[config.mk]
export PLATFORM = sky130hd
export DESIGN_NAME = obstacle_scheduler
export DESIGN_NICKNAME = d
export VERILOG_FILES = /design/src/rtl/obstacle_scheduler.sv
export SDC_FILE = /design/constraint.sdc
export NUM_CORES = 1
export LEC_CHECK = 0
export ABC_AREA = 1
export CORE_MARGIN = 2
export CORE_UTILIZATION = 35
export CTS_CLUSTER_SIZE = 30
export DETAILED_ROUTE_END_ITERATION = 8
export PLACE_DENSITY = 0.63
export SYNTH_ARGS = -nofsm -noshare
export SYNTH_HDL_FRONTEND = slang
export SYNTH_SLANG_ARGS = --single-unit
[constraint.sdc]
create_clock -name clk -period 9.6 [get_ports clk]
set_input_delay 1.92 -clock clk [delete_from_list [all_inputs] [get_ports clk]]
set_output_delay 1.92 -clock clk [all_outputs]
set_load 0.01 [all_outputs]
[src/rtl/obstacle_scheduler.sv]
// rtl/obstacle_scheduler.sv - ten-slot scrolling obstacle scheduler with LFSR-driven vertical placement
module obstacle_scheduler #(
    parameter int SPAWN_TICKS = 60,
    parameter int SCROLL_STEP = 4,
    parameter int OBS_WIDTH   = 40,
    parameter int SPAWN_X     = 640
) (
    input  logic         clk,
    input  logic         rst_n,
    input  logic [1:0]   gamemode,
    input  logic         tick,
    output logic [199:0] obstacle_x,
    output logic [179:0] obstacle_y,
    output logic [9:0]   active,
    output logic [15:0]  passed_cnt
);

    localparam int NSLOT = 10;
    localparam int CW    = ($clog2(SPAWN_TICKS) > 6) ? $clog2(SPAWN_TICKS) : 6;

    localparam logic [CW-1:0] CNT_LAST  = CW'(SPAWN_TICKS - 1);
    localparam logic [9:0]    STEP      = 10'(SCROLL_STEP);
    localparam logic [9:0]    X_LEFT0   = 10'(SPAWN_X);
    localparam logic [9:0]    X_RIGHT0  = 10'(SPAWN_X + OBS_WIDTH);
    localparam logic [15:0]   LFSR_SEED = 16'hACE1;

    localparam logic [1:0] GM_INIT = 2'b00;
    localparam logic [1:0] GM_PLAY = 2'b01;

    logic [9:0]    xl_q [NSLOT];
    logic [9:0]    xr_q [NSLOT];
    logic [8:0]    yt_q [NSLOT];
    logic [8:0]    yb_q [NSLOT];
    logic [9:0]    xl_d [NSLOT];
    logic [9:0]    xr_d [NSLOT];
    logic [8:0]    yt_d [NSLOT];
    logic [8:0]    yb_d [NSLOT];
    logic [9:0]    active_d;
    logic [15:0]   passed_d;
    logic [CW-1:0] cnt_q;
    logic [CW-1:0] cnt_d;
    logic [15:0]   lfsr_q;
    logic [15:0]   lfsr_d;

    logic          spawn_req;
    logic          free_found;
    logic [3:0]    free_slot;
    logic [3:0]    retire_n;
    logic [16:0]   passed_sum;
    logic [8:0]    spawn_yt;

    // Slot registers drive the packed output buses directly.
    for (genvar g = 0; g < NSLOT; g++) begin : g_pack
        assign obstacle_x[20*g +: 20] = {xl_q[g], xr_q[g]};
        assign obstacle_y[18*g +: 18] = {yt_q[g], yb_q[g]};
    end

    assign spawn_yt = {1'b0, lfsr_q[7:0]} + 9'd40;

    // Next-state: clear in init, scroll/retire/count/spawn on a playing tick, hold otherwise.
    always_comb begin
        xl_d       = xl_q;
        xr_d       = xr_q;
        yt_d       = yt_q;
        yb_d       = yb_q;
        active_d   = active;
        passed_d   = passed_cnt;
        cnt_d      = cnt_q;
        lfsr_d     = lfsr_q;
        spawn_req  = 1'b0;
        free_found = 1'b0;
        free_slot  = 4'd0;
        retire_n   = 4'd0;
        passed_sum = 17'd0;

        case (gamemode)
            GM_INIT: begin
                for (int i = 0; i < NSLOT; i++) begin
                    xl_d[i] = '0;
                    xr_d[i] = '0;
                    yt_d[i] = '0;
                    yb_d[i] = '0;
                end
                active_d = '0;
                passed_d = '0;
                cnt_d    = '0;
            end
            GM_PLAY: begin
                if (tick) begin
                    for (int i = 0; i < NSLOT; i++) begin
                        if (active[i]) begin
                            if (xr_q[i] > STEP) begin
                                xr_d[i] = xr_q[i] - STEP;
                                xl_d[i] = (xl_q[i] > STEP) ? (xl_q[i] - STEP) : 10'd0;
                            end else begin
                                xl_d[i]     = '0;
                                xr_d[i]     = '0;
                                yt_d[i]     = '0;
                                yb_d[i]     = '0;
                                active_d[i] = 1'b0;
                                retire_n    = retire_n + 4'd1;
                            end
                        end
                    end

                    passed_sum = {1'b0, passed_cnt} + {13'd0, retire_n};
                    passed_d   = passed_sum[16] ? 16'hFFFF : passed_sum[15:0];

                    if (cnt_q == CNT_LAST) begin
                        cnt_d     = '0;
                        spawn_req = 1'b1;
                    end else begin
                        cnt_d = cnt_q + CW'(1);
                    end

                    // Eligibility uses the pre-tick active mask, so a slot retiring now stays empty this tick.
                    for (int i = 0; i < NSLOT; i++) begin
                        if (!active[i] && !free_found) begin
                            free_found = 1'b1;
                            free_slot  = 4'(i);
                        end
                    end

                    if (spawn_req && free_found) begin
                        for (int i = 0; i < NSLOT; i++) begin
                            if (free_slot == 4'(i)) begin
                                xl_d[i]     = X_LEFT0;
                                xr_d[i]     = X_RIGHT0;
                                yt_d[i]     = spawn_yt;
                                yb_d[i]     = spawn_yt + 9'd120;
                                active_d[i] = 1'b1;
                            end
                        end
                        lfsr_d = {lfsr_q[14:0], lfsr_q[15] ^ lfsr_q[13] ^ lfsr_q[12] ^ lfsr_q[10]};
                    end
                end
            end
            default: begin
            end
        endcase
    end

    // State register with asynchronous clear of every slot and reseed of the LFSR.
    always_ff @(posedge clk or negedge rst_n) begin
        if (!rst_n) begin
            for (int i = 0; i < NSLOT; i++) begin
                xl_q[i] <= '0;
                xr_q[i] <= '0;
                yt_q[i] <= '0;
                yb_q[i] <= '0;
            end
            active     <= '0;
            passed_cnt <= '0;
            cnt_q      <= '0;
            lfsr_q     <= LFSR_SEED;
        end else begin
            for (int i = 0; i < NSLOT; i++) begin
                xl_q[i] <= xl_d[i];
                xr_q[i] <= xr_d[i];
                yt_q[i] <= yt_d[i];
                yb_q[i] <= yb_d[i];
            end
            active     <= active_d;
            passed_cnt <= passed_d;
            cnt_q      <= cnt_d;
            lfsr_q     <= lfsr_d;
        end
    end

endmodule

Word level (Yosys, flattened, before mapping). Cells that the tools add are included.

Bits in registers: 428. Latch bits: 0. Bits in writable memories: 0. Bits in read-only memories: 0. Input bits: 5. Output and inout port bits: 406. Word-level logic and storage cells: 410. Memories kept: 0.

Add/subtract/negate cells: 33. Multiply operators: 0. Div/mod/pow operators: 0. $lt $le $gt $ge: 20. Eq/ne operators: 12. Shift operators: 0. Mux-type cells: 265. Bitwise logic cells: 3. Reduce and logical (&&, ||, !) cells: 33.

Operators with widths (count): $mux W10 (72); $mux W9 (60); $mux W100 (4); $pmux W100 S2 (2); $mux W90 (4); $pmux W90 S2 (2); $gt A10 B3 Y1 const B (20); $sub A10 B3 Y10 const B (20); $mux W4 (48); $mux W1 (66); $add A4 B1 Y4 const B (9); $mux W16 (2); $pmux W16 S2 (1); $pmux W10 S2 (1); $logic_not A1 Y1 (18); $add A16 B4 Y17 (1); $eq A4 B3 Y1 const B (4); $mux W6 (2); $pmux W6 S2 (1); $logic_and A1 B1 Y1 (10); $add A8 B6 Y9 const B (1); $add A9 B7 Y9 const B (1); $eq A4 B2 Y1 const B (2); $eq A4 B4 Y1 const B (2); 11 further kinds (13).

Logic depth before layout (Yosys ltp).
Depth in word-level cells: 54. Gate-level depth with buffers: 54. Depth with buffers taken out: 54.

Worst setup path before layout. Ideal clock, no wire load.

Kind: reg2reg. Start: register xr_q, in the netlist obstacle_x[22]. End: register passed_cnt[13]. Setup time: 83 ps. Arrival: 6727 ps. Data required time: 9517 ps. Path slack: 2790 ps. Cell stages (with the launch flop): 48. Path buffers: 0. Clock period less this slack: 6810 ps. Path through: dfrtp_1 -> inv_1 -> ha_1 -> a31oi_1 -> nor4_1 -> ha_1 -> nand2_1 -> nand2_1 -> ha_1 -> nand2_1 -> nand2_1 -> nand2_1 -> nand2_1 -> inv_1 -> ha_1 -> or2_0 -> nand2_1 -> nand2_1 -> [12 not listed] -> a22oi_1 -> inv_1 -> ha_1 -> inv_1 -> nor2_1 -> a21oi_1 -> fa_1 -> o21ai_0 -> nand2_1 -> nor2_1 -> nand3_1 -> nor3_1 -> inv_1 -> nor3_1 -> inv_1 -> o22ai_1 -> a21oi_1 -> o21ai_0.

Cells in the longest elaborated chain, start to end: 49.

Ends and longest elaborated chain: from (decl) (RTL line 31) `logic [9:0] xr_q [NSLOT];`; from (signal, indexed assignment) (RTL line 159) `xr_q[i] <= xr_d[i];`; $gt A10 B3 Y1 (*) (RTL line 92) `if (xr_q[i] > STEP) begin`; $mux W4 (*) (RTL line 92); $mux W4 (*) (RTL line 91) `if (active[i]) begin`; $mux W4 (*) (RTL line 89) `if (tick) begin`; $mux W4 (*) (RTL line 76) `case (gamemode)`; $add A4 B1 Y4 (RTL line 101) `retire_n = retire_n + 4'd1;`; $mux W4 (RTL line 92); $mux W4 (*) (RTL line 91); [33 not listed]; $mux W4 (RTL line 92); $mux W4 (*) (RTL line 91); $mux W4 (*) (RTL line 89); $mux W4 (*) (RTL line 76); $add A16 B4 Y17 (*) (RTL line 106) `passed_sum = {1'b0, passed_cnt} + {13'd0, retire_n};`; $mux W16 (*) (RTL line 107) `passed_d = passed_sum[16] ? 16'hFFFF : passed_sum[15:0];`; $mux W16 (*) (RTL line 89); $pmux W16 S2 (*) (RTL line 76); to (signal assigned) (RTL line 164) `passed_cnt <= passed_d;`; to (decl) (RTL line 15) `output logic [15:0] passed_cnt`.

Every way passes the cells marked *; elsewhere a longest branch is shown, timed or not. The select of a mux whose other input is x is not followed. A chain may end at the register's enable or synchronous reset.

Worst setup path in the final report.
Start: register xr_q, in the netlist obstacle_x[22]. End: register passed_cnt[9].

The elaborated chain is that of the path after synthesis.

==> flow_summary.ini <==
[floorplanning]
fp.dieW_um = 258
core_um2 = 64100
die_h_um = 258
initial_core_util_pct = 35.3
dieArea_um2 = 66600
pin_count = 411
num_rows = 93

[clock_network]
tritoncts = done
cts_sinks = 428
cts_resized = 0
clockBufferDepth = 3
cts_hold_buf = 0
htree_levels = 2
clkLatencyLatePin_ps = 600
root_buffer = clkbuf_16
cts_setup_buffers = 0
cts_buffers = 48
cts.clk_slew.worst_paths_ps = 60

[pwr]
leakagePower_nw = 12.6
seqPwrFrac_pct = 46.4
switching_share_pct = 23.2
ir_drop_mv = 0.107
clock_power_share_pct = 50.3
p_per_area_nw_per_um2 = 133
p_comb_share_pct = 3.3
totalPowerFinal_mw = 3.90
p_int_mw = 3.00
switchingPower_mw = 0.905

[worst_setup_path]
max_stage_delay_ps = 650
arrival_ps = 8590
critPathRequiredTime_ps = 10090
start_kind = register
path_class = register to register
crit_path_end_kind = register
cp_slowest_cell = nor4_2
cp_max_fo = 10
crit_top_cell = nand2_1

[route]
drtPass1Iterations = 5
finalWirelength_um = 79300
vias = 20868
avgRoutedWirePerCell_um = 19.8
drt_iter0_drc = 1644
routed_via_density = 5.21
drc_errors = 0
postRouteAntennaNets = 0

[global_routing]
grt_overflow = 0
grt_max_degree = 172
grt.met1_usage_pct = 32.1
track_usage_pct = 23.3
met2_usage_pct = 37.5
grtUsageMet3_pct = 4.72
grt_pass1_vias = 19956
top_usage_layer = met2
antenna_found_initial = 0
grt_pass1_wl_um = 122000

[hold_path]
min_path_type = register to register

[timing]
finalWorstSetupSlack_ps = 1500
layout_min_cycle_time_ps = 8100
setup_tns_ps = 0
holdWs_ps = 498
slew_viol_final = 0
tightest_slew_ps = 1150
rsz0062_at_grt = false
setup_viol = 0
skew_ps = 27.8
hold_viol = 0
clock.fmax_mhz = 123
max-slew-margin-rel_pct = 23.0
finalCritPeriodShare_pct = 84.4

[yosys]
yosysTopAreaCellShare_pct = 46.5
synth_edf_count = 0
syn-instance-count = 2733
yosysSeqAreaShare_pct = 47.4
netlist_area_um2 = 22600
synth-seq-cells = 428
synthTopCellsByArea = dfrtp_1 (46%), inv_1 (7.7%), nand2_1 (6.6%)
synth-async-reset-ratio_pct = 100
synth_top_cell_by_area = dfrtp_1
synth_area_per_cell_um2 = 8.27
ys_warn_count = 0
ys_types = 62
synthFlopType = dfrtp_1
synth_nets = 2796

[run_status]
outcome = completed

[layout]
fin_nets = 3173
final_cells = 4003
layout-drive-gt1-share_pct = 6.13
area_delta_synth_final_pct = 29.3

[placed_design]
dp.cells = 3915
hpwl_um = 55300
routabilityCongestion = 0.887
port_buffers = 410
post-place-ws_ps = 1550

[job]
drv_cap = 0
-- critical path, delay by kind of cell, from the launching register on --
kind | cells | cell delay [ps]
buffers and inverters | 8 | 590
and+or+nand+nor | 23 | 3710
adders and majority gates | 8 | 2320
AOI/OAI and AO/OA | 6 | 920
DFF | 1 | 420
-- registers in the layout, summed over array words and instances (netlist names) --
name and cells:
obstacle_y 180, active 10, passed_cnt 16, obstacle_x 200, lfsr_q 16, cnt_q 6
-- power by group through the flow --
stage                     Sequential (mW)  Clock (mW)  Combinational [mW]
after CTS                            1.81        2.00               0.134
after detailed placement             1.84           0               0.134
after global placement               1.84           0               0.133
final                                1.81        1.96               0.131
after floorplan                      1.84           0              0.0599
after global routing                 1.81        2.07               0.147
-- cell families (layout without fill, tap and decap cells) --
group | after synthesis | count (layout) | share of synthesized area, %
DFF | 428 | 428 | 47.4
other | 0 | 1 | 0
AOI/OAI and AO/OA | 707 | 707 | 18.7
muxes | 1 | 1 | 0.0498
adders and majority gates | 58 | 58 | 3.24
and+or+nand+nor | 842 | 842 | 16.6
xor gates and xnor gates | 99 | 99 | 3.84
buffers and inverters | 598 | 1012 | 10.2
-- layout make-up --
class	instances	area, um^2
sequential	428	10700
antenna	1	2.50
timing repair buffer	431	4290
clock buffer	73	1450
fill	6181	34900
tap	855	1070
clock inverter	14	203
inverter	494	1860
multi-input combinational	1707	9630
-- Yosys cell counts (8+ instances only) --
cell,instances
a21oi_1,102
a22oi_1,12
a31oi_1,13
buf_2,20
clkbuf_1,70
dfrtp_1,420
dfstp_2,8
ha_1,57
inv_1,464
inv_2,23
nand2_1,400
nand2_2,9
nand3_1,107
nand3_2,12
nand4_1,19
nor2_1,196
nor3_1,48
nor4_1,16
o211ai_1,21
o21ai_0,289
o221ai_1,39
o22ai_1,160
o311ai_0,13
o32ai_1,14
xnor2_1,14
xor2_1,85
-- placed cells by master, fill, tap and decap left out, types with 9 or more instances in the layout --
| cell | instances |
|---|---|
| a21oi_1 | 101 |
| a22oi_1 | 12 |
| a31oi_1 | 13 |
| buf_4 | 19 |
| clkbuf_1 | 11 |
| clkbuf_16 | 49 |
| clkbuf_8 | 13 |
| clkdlybuf4s50_1 | 409 |
| dfrtp_1 | 420 |
| ha_1 | 57 |
| inv_1 | 462 |
| inv_2 | 24 |
| nand2_1 | 400 |
| nand2_2 | 9 |
| nand3_1 | 107 |
| nand3_2 | 12 |
| nand4_1 | 19 |
| nor2_1 | 195 |
| nor3_1 | 48 |
| nor4_1 | 16 |
| o211ai_1 | 21 |
| o21ai_0 | 289 |
| o221ai_1 | 39 |
| o22ai_1 | 160 |
| o311ai_0 | 13 |
| o32ai_1 | 14 |
| xnor2_1 | 13 |
| xor2_1 | 82 |
-- metrics by stage --
stage | cell area (um^2) | utilization, %
detailed placement | 27600 | 43.0
CTS | 29200 | 45.6
floorplan | 22600 | -
finish | 29200 | 45.6
global route | 29200 | 45.6
global placement | 27600 | 43.0
-- metal layers --
layer	routed length [um]	part of all wire [%]
met5	0	0
met4	2090	2.6
met3	5050	6.4
met2	36500	46
met1	35600	45
-- worst paths after layout --
check	from	end	cells past startpoint	slack, ps
min reg2reg	obstacle_y[158]	obstacle_y[158]	2	500
max in group asynchronous	rst_n	obstacle_x[24]	2	6690
max	obstacle_x[22]	passed_cnt[9]	45	1500
max reg2reg	obstacle_x[22]	passed_cnt[9]	45	1500
min in group asynchronous	rst_n	obstacle_x[129]	1	1380
min	obstacle_y[158]	obstacle_y[158]	2	500
No activity file was read; power rests on OpenSTA's default activity.
